`src/rtl/perf_run_ctrl.sv`:
```
`default_nettype none
// =============================================================================
// Module  : perf_run_ctrl
// Brief   : Core run sequencer with saturating cycle/insn/branch/miss counters.
// Rev     : 1.0  initial release
// =============================================================================
module perf_run_ctrl #(
    parameter int          CNT_W     = 32,
    parameter logic [31:0] HALT_INSN = 32'h0010_0073,
    parameter int          RST_CYC   = 4,
    parameter int          DRAIN_CYC = 3
) (
    input  logic             clk_i,
    input  logic             rst_ni,
    input  logic             start_i,
    input  logic             abort_i,
    input  logic [CNT_W-1:0] max_insn_i,
    input  logic             insn_vld_i,
    input  logic [31:0]      instr_i,
    input  logic             br_instr_i,
    input  logic             br_miss_i,
    output logic             core_rst_no,
    output logic             run_o,
    output logic             busy_o,
    output logic             done_o,
    output logic             ovf_o,
    input  logic [1:0]       rd_sel_i,
    output logic [CNT_W-1:0] rd_data_o
);

    localparam int SEQ_MAX = (RST_CYC > DRAIN_CYC) ? RST_CYC : DRAIN_CYC;
    localparam int SEQ_W   = (SEQ_MAX > 1) ? $clog2(SEQ_MAX) : 1;

    localparam logic [SEQ_W-1:0] SEQ_RST   = SEQ_W'(RST_CYC - 1);
    localparam logic [SEQ_W-1:0] SEQ_DRAIN = SEQ_W'(DRAIN_CYC - 1);

    typedef enum logic [2:0] {
        ST_IDLE       = 3'd0,
        ST_RESET_CORE = 3'd1,
        ST_RUN        = 3'd2,
        ST_DRAIN      = 3'd3,
        ST_DONE       = 3'd4
    } state_e;

    state_e           state_q;
    logic [SEQ_W-1:0] seq_q;
    logic [CNT_W-1:0] budget_q;
    logic             core_rst_n_q;
    logic             run_q;
    logic             busy_q;
    logic             done_q;

    logic [CNT_W-1:0] cyc_q,  cyc_d;
    logic [CNT_W-1:0] insn_q, insn_d;
    logic [CNT_W-1:0] br_q,   br_d;
    logic [CNT_W-1:0] miss_q, miss_d;
    logic             ovf_q,  ovf_d;
    logic [CNT_W-1:0] rd_data_q, rd_data_d;

    logic w_start_acc;
    logic w_cnt_en;
    logic w_insn_en;
    logic w_sat_hit;
    logic w_halt;

    function automatic logic [CNT_W-1:0] sat_inc(input logic [CNT_W-1:0] v, input logic en);
        return (en && !(&v)) ? v + CNT_W'(1) : v;
    endfunction

    // Abort takes priority over everything, including a coincident start.
    assign w_start_acc = start_i && !abort_i &&
                         ((state_q == ST_IDLE) || (state_q == ST_DONE));
    assign w_cnt_en    = !abort_i && ((state_q == ST_RUN) || (state_q == ST_DRAIN));
    assign w_insn_en   = !abort_i && (state_q == ST_RUN) && insn_vld_i;

    assign w_sat_hit = (w_cnt_en && (&cyc_q)) ||
                       (w_insn_en && (&insn_q)) ||
                       (w_cnt_en && br_instr_i && (&br_q)) ||
                       (w_cnt_en && br_miss_i && (&miss_q));

    // Budget compares against the post-increment count so the Nth insn halts.
    assign w_halt = (state_q == ST_RUN) &&
                    ((insn_vld_i && (instr_i == HALT_INSN)) ||
                     ((budget_q != '0) && (insn_d == budget_q)));

    always_comb begin
        cyc_d  = cyc_q;
        insn_d = insn_q;
        br_d   = br_q;
        miss_d = miss_q;
        ovf_d  = ovf_q;
        if (w_start_acc) begin
            cyc_d  = '0;
            insn_d = '0;
            br_d   = '0;
            miss_d = '0;
            ovf_d  = 1'b0;
        end else begin
            cyc_d  = sat_inc(cyc_q,  w_cnt_en);
            insn_d = sat_inc(insn_q, w_insn_en);
            br_d   = sat_inc(br_q,   w_cnt_en && br_instr_i);
            miss_d = sat_inc(miss_q, w_cnt_en && br_miss_i);
            ovf_d  = ovf_q | w_sat_hit;
        end
    end

    always_comb begin
        rd_data_d = cyc_q;
        unique case (rd_sel_i)
            2'd0:    rd_data_d = cyc_q;
            2'd1:    rd_data_d = insn_q;
            2'd2:    rd_data_d = br_q;
            default: rd_data_d = miss_q;
        endcase
    end

    always_ff @(posedge clk_i or negedge rst_ni) begin
        if (!rst_ni) begin
            cyc_q     <= '0;
            insn_q    <= '0;
            br_q      <= '0;
            miss_q    <= '0;
            ovf_q     <= 1'b0;
            rd_data_q <= '0;
        end else begin
            cyc_q     <= cyc_d;
            insn_q    <= insn_d;
            br_q      <= br_d;
            miss_q    <= miss_d;
            ovf_q     <= ovf_d;
            rd_data_q <= rd_data_d;
        end
    end

    // Outputs are registered alongside the state so they change on the same edge.
    always_ff @(posedge clk_i or negedge rst_ni) begin
        if (!rst_ni) begin
            state_q      <= ST_IDLE;
            seq_q        <= '0;
            budget_q     <= '0;
            core_rst_n_q <= 1'b0;
            run_q        <= 1'b0;
            busy_q       <= 1'b0;
            done_q       <= 1'b0;
        end else if (abort_i) begin
            state_q      <= ST_IDLE;
            core_rst_n_q <= 1'b0;
            run_q        <= 1'b0;
            busy_q       <= 1'b0;
            done_q       <= 1'b0;
        end else begin
            unique case (state_q)
                ST_IDLE, ST_DONE: begin
                    if (start_i) begin
                        state_q      <= ST_RESET_CORE;
                        seq_q        <= SEQ_RST;
                        budget_q     <= max_insn_i;
                        core_rst_n_q <= 1'b0;
                        run_q        <= 1'b0;
                        busy_q       <= 1'b1;
                        done_q       <= 1'b0;
                    end
                end
                ST_RESET_CORE: begin
                    if (seq_q == '0) begin
                        state_q      <= ST_RUN;
                        core_rst_n_q <= 1'b1;
                        run_q        <= 1'b1;
                    end else begin
                        seq_q <= seq_q - SEQ_W'(1);
                    end
                end
                ST_RUN: begin
                    if (w_halt) begin
                        state_q <= ST_DRAIN;
                        seq_q   <= SEQ_DRAIN;
                    end
                end
                ST_DRAIN: begin
                    if (seq_q == '0) begin
                        state_q <= ST_DONE;
                        run_q   <= 1'b0;
                        busy_q  <= 1'b0;
                        done_q  <= 1'b1;
                    end else begin
                        seq_q <= seq_q - SEQ_W'(1);
                    end
                end
                default: begin
                    state_q      <= ST_IDLE;
                    core_rst_n_q <= 1'b0;
                    run_q        <= 1'b0;
                    busy_q       <= 1'b0;
                    done_q       <= 1'b0;
                end
            endcase
        end
    end

    assign core_rst_no = core_rst_n_q;
    assign run_o       = run_q;
    assign busy_o      = busy_q;
    assign done_o      = done_q;
    assign ovf_o       = ovf_q;
    assign rd_data_o   = rd_data_q;

endmodule
`default_nettype wire

```
`config.mk`:
```
export PLATFORM = sky130hd
export DESIGN_NAME = perf_run_ctrl
export DESIGN_NICKNAME = d
export VERILOG_FILES = /design/src/rtl/perf_run_ctrl.sv
export SDC_FILE = /design/constraint.sdc
export NUM_CORES = 1
export LEC_CHECK = 0
export ABC_AREA = 1
export CORE_MARGIN = 2
export CORE_UTILIZATION = 45
export CTS_BUF_LIST = sky130_fd_sc_hd__clkbuf_2 sky130_fd_sc_hd__clkbuf_4 sky130_fd_sc_hd__clkbuf_8
export CTS_CLUSTER_SIZE = 8
export DETAILED_ROUTE_END_ITERATION = 10
export HOLD_SLACK_MARGIN = 0.05
export MAX_ROUTING_LAYER = met4
export PLACE_DENSITY = 0.73
export SYNTH_ARGS = -nofsm -noshare
export SYNTH_HDL_FRONTEND = slang
export SYNTH_SLANG_ARGS = --single-unit
export TNS_END_PERCENT = 20
```
`constraint.sdc`:
```
create_clock -name clk_i -period 5.9 [get_ports clk_i]
set_input_delay 1.18 -clock clk_i [delete_from_list [all_inputs] [get_ports clk_i]]
set_output_delay 1.18 -clock clk_i [all_outputs]
set_load 0.01 [all_outputs]
```
==> flow_summary.ini <==
[pwr]
powerDensity_nw_per_um2 = 279.4
combPwrFrac_pct = 19.9
finalPower_mw = 3.822
switching_power_mw = 1.214
power.internal_mw = 2.608
power_leakage_nw = 6.227
seqPwrFrac_pct = 43.4
sw_frac_of_total_pct = 31.76
clkPwrFrac_pct = 36.7
ir_drop_uv = 170.1

[placed_design]
dp_hpwl_mm = 25.49
place_congestion = 1.035
placed_area_sq_um = 12910
numPortBuffers = 109

[outcome]
outcome = finished, final reports clean

[global_route]
track_usage_pct = 26.85
grt-ovfl-total = 0
grt_pass1_vias = 10580
grt_pass1_wl_mm = 54.76
grt_max_degree = 97
grt_antenna_before_repair = 0

[critical_path]
critical_path_required_ns = 6.34
crit_fanout = 12
start_kind = input port
arrival_ns = 3.90
cp-end-kind = flop
worst-setup-path-type = in -> reg

[hold_path]
hp-class = reg -> reg

[timing]
fin_skew_ns = 0.02176
max_clock_freq_mhz = 288.3
slew_viol_final = 0
min_period_ns = 3.469
fin_tns_setup_ns = 0
post-route-period-util_pct = 58.80
hold_violations = 0
setup_viol = 0
rsz0062_at_grt = false
slew_headroom_pct = 33.84
max_slew.worst_pin.slew_ns = 0.9901

[clocking]
clkTransAtPathRegs_ns = 0.06
cts-htree-levels = 2
cts_tree = yes
cts_hold_buf = 0
postCtsResizedCells = 0
clockBufferDepth = 3
cts.sinks = 202
cts_setup_buffers = 0
root_buffer = clkbuf_8
cts_buffers = 36
clk_latency_ns = 0.55

[cells_and_area]
final_nets = 1790
fill_cells = 2376
final_cell_mix = nand2_1, inv_1, dfrtp_1
final_common_cell = nand2_1
syn_to_final_growth_pct = 18.95
antenna_cells = 0
drive_gt1_share_pct = 7.085
postLayoutCellArea_sq_um = 13680

[logic_synthesis]
netlist_instances = 1594
syn-mean-instance-area_sq_um = 7.215
synth_fp_nets = 1672
synth-async-reset-ratio_pct = 100.0
synth-adder-area-share_pct = 0.5440
ys.flop_type = dfrtp_1
ys_seq_area_share_pct = 43.95
syn_area_sq_um = 11500
synth_top_family_by_area = simple AND/OR/NAND/NOR gates
ys_ff_latch = 202
synth_cell_types = 47
netlist_top_cells_area = dfrtp_1, nand2_1, inv_1
yosysTopAreaCell = dfrtp_1
yosysTopAreaCellShare_pct = 43.95
yosysWarnings = 0
synth-simple-area-share_pct = 32.28
synth-xor-area-share_pct = 0.5331
synth_edf_count = 0
synth-compound-area-share_pct = 13.04
muxShareOfSynthArea_pct = 0

[route]
routedWlPerCell_microns = 16.66
drc_errors = 0
vias_per_cell = 5.437
drt_iter0_drc = 1026
dr.pass1.iters = 6
vias = 11230
ant_nets = 0
routed_wl_mm = 34.42

[die]
dieWidth_microns = 163.9
core.rowCount = 58
dieHeight_microns = 163.9
io_pins = 110
start_util_pct = 45.80
core_area_sq_um = 25110
die_area_sq_um = 26850

[flow_run]
cap_violations = 0
-- stage by stage --
stage	hold WS, ns	setup WS, ns	util [%]	cells
floorplan	0.4333	3.104	-	1594
global placement	0.4510	2.087	51.42	2004
detailed placement	0.4601	1.974	51.42	2004
CTS	0.4678	2.542	54.48	2066
global route	0.4936	2.148	54.48	2066
finish	0.4637	2.431	54.48	2066
-- routing by layer --
metal | global-route usage (%) | vias to the layer above | part of all wire, %
met4 | 10.45 | 0 | 3.9
met5 | - | - | 0
met3 | 5.909 | 90 | 8.6
met2 | 40.45 | 480 | 44
met1 | 35.43 | 5175 | 44
li1 | - | 5488 | -
-- worst max-delay path, cell delays in order --
cell	delay, ns
clkdlybuf4s50_1	0.47
inv_2	0.15
nand3_2	0.13
nor2_4	0.25
nand2_2	0.25
inv_2	0.27
nand2_1	0.08
o21ai_1	0.12
nand3_1	0.09
nand2_1	0.09
nand2_1	0.05
nor2_1	0.09
nand2_1	0.12
nor2_1	0.12
nand2_1	0.12
nand3_2	0.11
nand2_1	0.08
nand2_1	0.09
nand2_1	0.05
-- cell type report --
type	instances	area (sq um)	area share (%)
inverters	253	949.7	6.942
flip-flops and latches	202	5055	36.95
well taps	330	412.9	3.018
clock inverters	8	70.07	0.5122
multi-input cells	1103	5346	39.08
clock buffers	54	699.4	5.113
repair buffers	116	1147	8.387
-- cells by family (layout without fill, tap and decap cells) --
kind of cell,after synthesis,in the layout
compound gates,271,271
xor+xnor,7,7
flops,202,202
fa+ha+maj,5,5
simple gates,820,820
buf+inv,289,431
-- state kept, by name, indices dropped and copies added, names as in the netlist --
signal	count
br_q	32
budget_q	32
cyc_q	32
insn_q	32
miss_q	32
rd_data_o	32
state_q	3
seq_q	2
busy_o	1
core_rst_no	1
done_o	1
ovf_o	1
run_o	1
-- Yosys cell counts, types with 5 or more instances --
cell       count
nand3_2        7
nand2_1      401
nor2_1       141
nand3_1      101
a21oi_1       92
o21a_1         5
dfrtp_1      202
nor3_1        52
nor2_2        10
a221oi_1       8
xor2_1         5
ha_1           5
inv_2          7
o22ai_1       15
o2111ai_1     12
nand2_2        7
o21ai_0      123
buf_1          9
nor2_4         7
inv_1        245
nor4_1        16
clkbuf_1      22
nand4_1       59
-- power groups by stage --
stage	logic [mW]	clock network (mW)	registers, mW
2_1_floorplan	0.490	0	1.65
3_3_place_gp	0.750	0	1.68
3_5_place_dp	0.760	0	1.68
4_1_cts	0.764	1.43	1.66
5_1_grt	0.877	1.50	1.68
6_report	0.761	1.40	1.66
-- final timing paths --
check | startpoint | endpoint | slack [ns] | depth (start not counted)
min in group asynchronous | rst_ni | budget_q[11] | 0.72 | 1
hold reg to reg | miss_q[31] | miss_q[31] | 0.46 | 1
setup / recovery | abort_i | seq_q[1] | 2.43 | 19
hold / removal | miss_q[31] | miss_q[31] | 0.46 | 1
setup reg to reg | cyc_q[23] | cyc_q[23] | 2.61 | 13
max in group asynchronous | rst_ni | rd_data_o[7] | 3.93 | 2
No activity file was read; power rests on OpenSTA's default activity.
==> RTL edit, RTL diff (config.mk and constraints unchanged) <==
`CNT_W`: 32 -> 40.
--- a/src/rtl/perf_run_ctrl.sv
+++ b/src/rtl/perf_run_ctrl.sv
@@ -6,5 +6,5 @@
 // =============================================================================
 module perf_run_ctrl #(
-    parameter int          CNT_W     = 32,
+    parameter int          CNT_W     = 40,
     parameter logic [31:0] HALT_INSN = 32'h0010_0073,
     parameter int          RST_CYC   = 4,
Interface: changed (resized max_insn_i and rd_data_o); port bits go from 110 to 126. No check against the original RTL was run, so the function may have changed too.
==> RTL edit against the unedited design <==
Worst setup slack worse by 0.43 ns. Final area is 24% higher. Count of clock-buffer cells in the layout is 20 higher. Synthesized area is 25% higher. Non-clock buffer count is 21 higher. Total power is 26% higher. First-iteration DRC count is 53% higher. Sequential cell count is 48 higher. Sequential share of layout area hardly changed. Wire length is 35% higher. Utilization is 0.65 points lower. Hold slack better by 0.011 ns. Synthesized cell count is 26% higher. Largest power group unchanged.
==> RTL edit: results (changes against the unedited design) <==
Post-Syn Instances 2016 (was 1594); status complete, no violations (unchanged); crit-path max FO 69 (was 12); Max VDD drop 0.000160 V (was 0.000170 V); PortBufs 125 (was 109); Post-DP Area 16000 sq um (was 12900 sq um); CTS Buf Count 46 (was 36); largest net degree at the start of global routing 117 (was 97); clk sink count 250 (was 202); sequential area share after synthesis 43.6% (was 44.0%); CP max-delay cell nand3_4 (was clkdlybuf4s50_1); first-pass GRT wire length 73300 um (was 54800 um); Reg power frac 42.8% (was 43.4%); Leak 7.57 nW (was 6.23 nW); Worst R2R End seq_q[0]$_DFFE_PN0P_ (was cyc_q[23]$_DFFE_PN0P_); WHS 0.474 ns (was 0.464 ns); Post-synth top cells nand2_1, inv_1, dfrtp_1 (unchanged); Synth Net Count 2102 (was 1672); pre-CTS setup slack 1.56 ns (was 1.97 ns); met3 Use GR 4.83% (was 5.91%); CP max stage delay 0.63 ns (was 0.47 ns); bufs w/o clock 137 (was 116); met1 WL 20900 um (was 15000 um); layout clock buffer count 74 (was 54); initial drt markers 1573 (was 1026); sequential share of cell area 36.9% (about the same); crit path kind register to register (was primary input to register); fill cell count 3052 (was 2376); multi-input combinational area share 39.1% (about the same); Inverters 327 (was 253); Area contributors post-synth dfrtp_1, nand2_1, inv_1 (unchanged); GR Layer Usage met1 40.0% (was 35.4%); FP Rows 65 (was 58); Combinational Power Share 20.3% (was 19.9%); P_seq 0.00205 W (was 0.00166 W); vias in the first global route 13800 (was 10600); WL met3 3540 um (was 2950 um); GP Congestion 1.02 (was 1.03); Synth cell types 45 (was 47); Power per Cell Area 283 nW/um^2 (was 279 nW/um^2); layout cells sized above 1 5.92% (was 7.09%); ClkCell Share 5.84% (was 5.62%); Worst-Skew Late Latency 0.58 ns (was 0.55 ns); Setup Skew 0.0378 ns (was 0.0218 ns); buffering overhead 7.95% (was 8.39%); All-Layer GR Usage 28.8% (was 26.8%); worst r2r path cells 19 (was 13); FMAX 257 MHz (was 288 MHz); dpl cells 2501 (was 2004); relative slew slack 24.5% (was 33.8%)
-- RTL edit: kinds of logic after synthesis --
logic type                 after synthesis  synth area share [%]
adders and majority gates                5                 0.436
xor gates and xnor gates                 8                 0.489
buffers and inverters                  381                  10.3
AOI/OAI and AO/OA                      341                  12.9
DFF                                    250                  43.6
and+or+nand+nor                       1031                  32.3
-- RTL edit: how the worst min path moves through the flow --
stage,from,end,cells after the start
global route,br_q[29]$_DFFE_PN0P_,br_q[29]$_DFFE_PN0P_,1
CTS,br_q[14]$_DFFE_PN0P_,br_q[14]$_DFFE_PN0P_,1
global placement,br_q[14]$_DFFE_PN0P_,br_q[14]$_DFFE_PN0P_,1
finish,br_q[14]$_DFFE_PN0P_,br_q[14]$_DFFE_PN0P_,1
detailed placement,br_q[14]$_DFFE_PN0P_,br_q[14]$_DFFE_PN0P_,1
floorplan,br_q[14]$_DFFE_PN0P_,br_q[14]$_DFFE_PN0P_,1
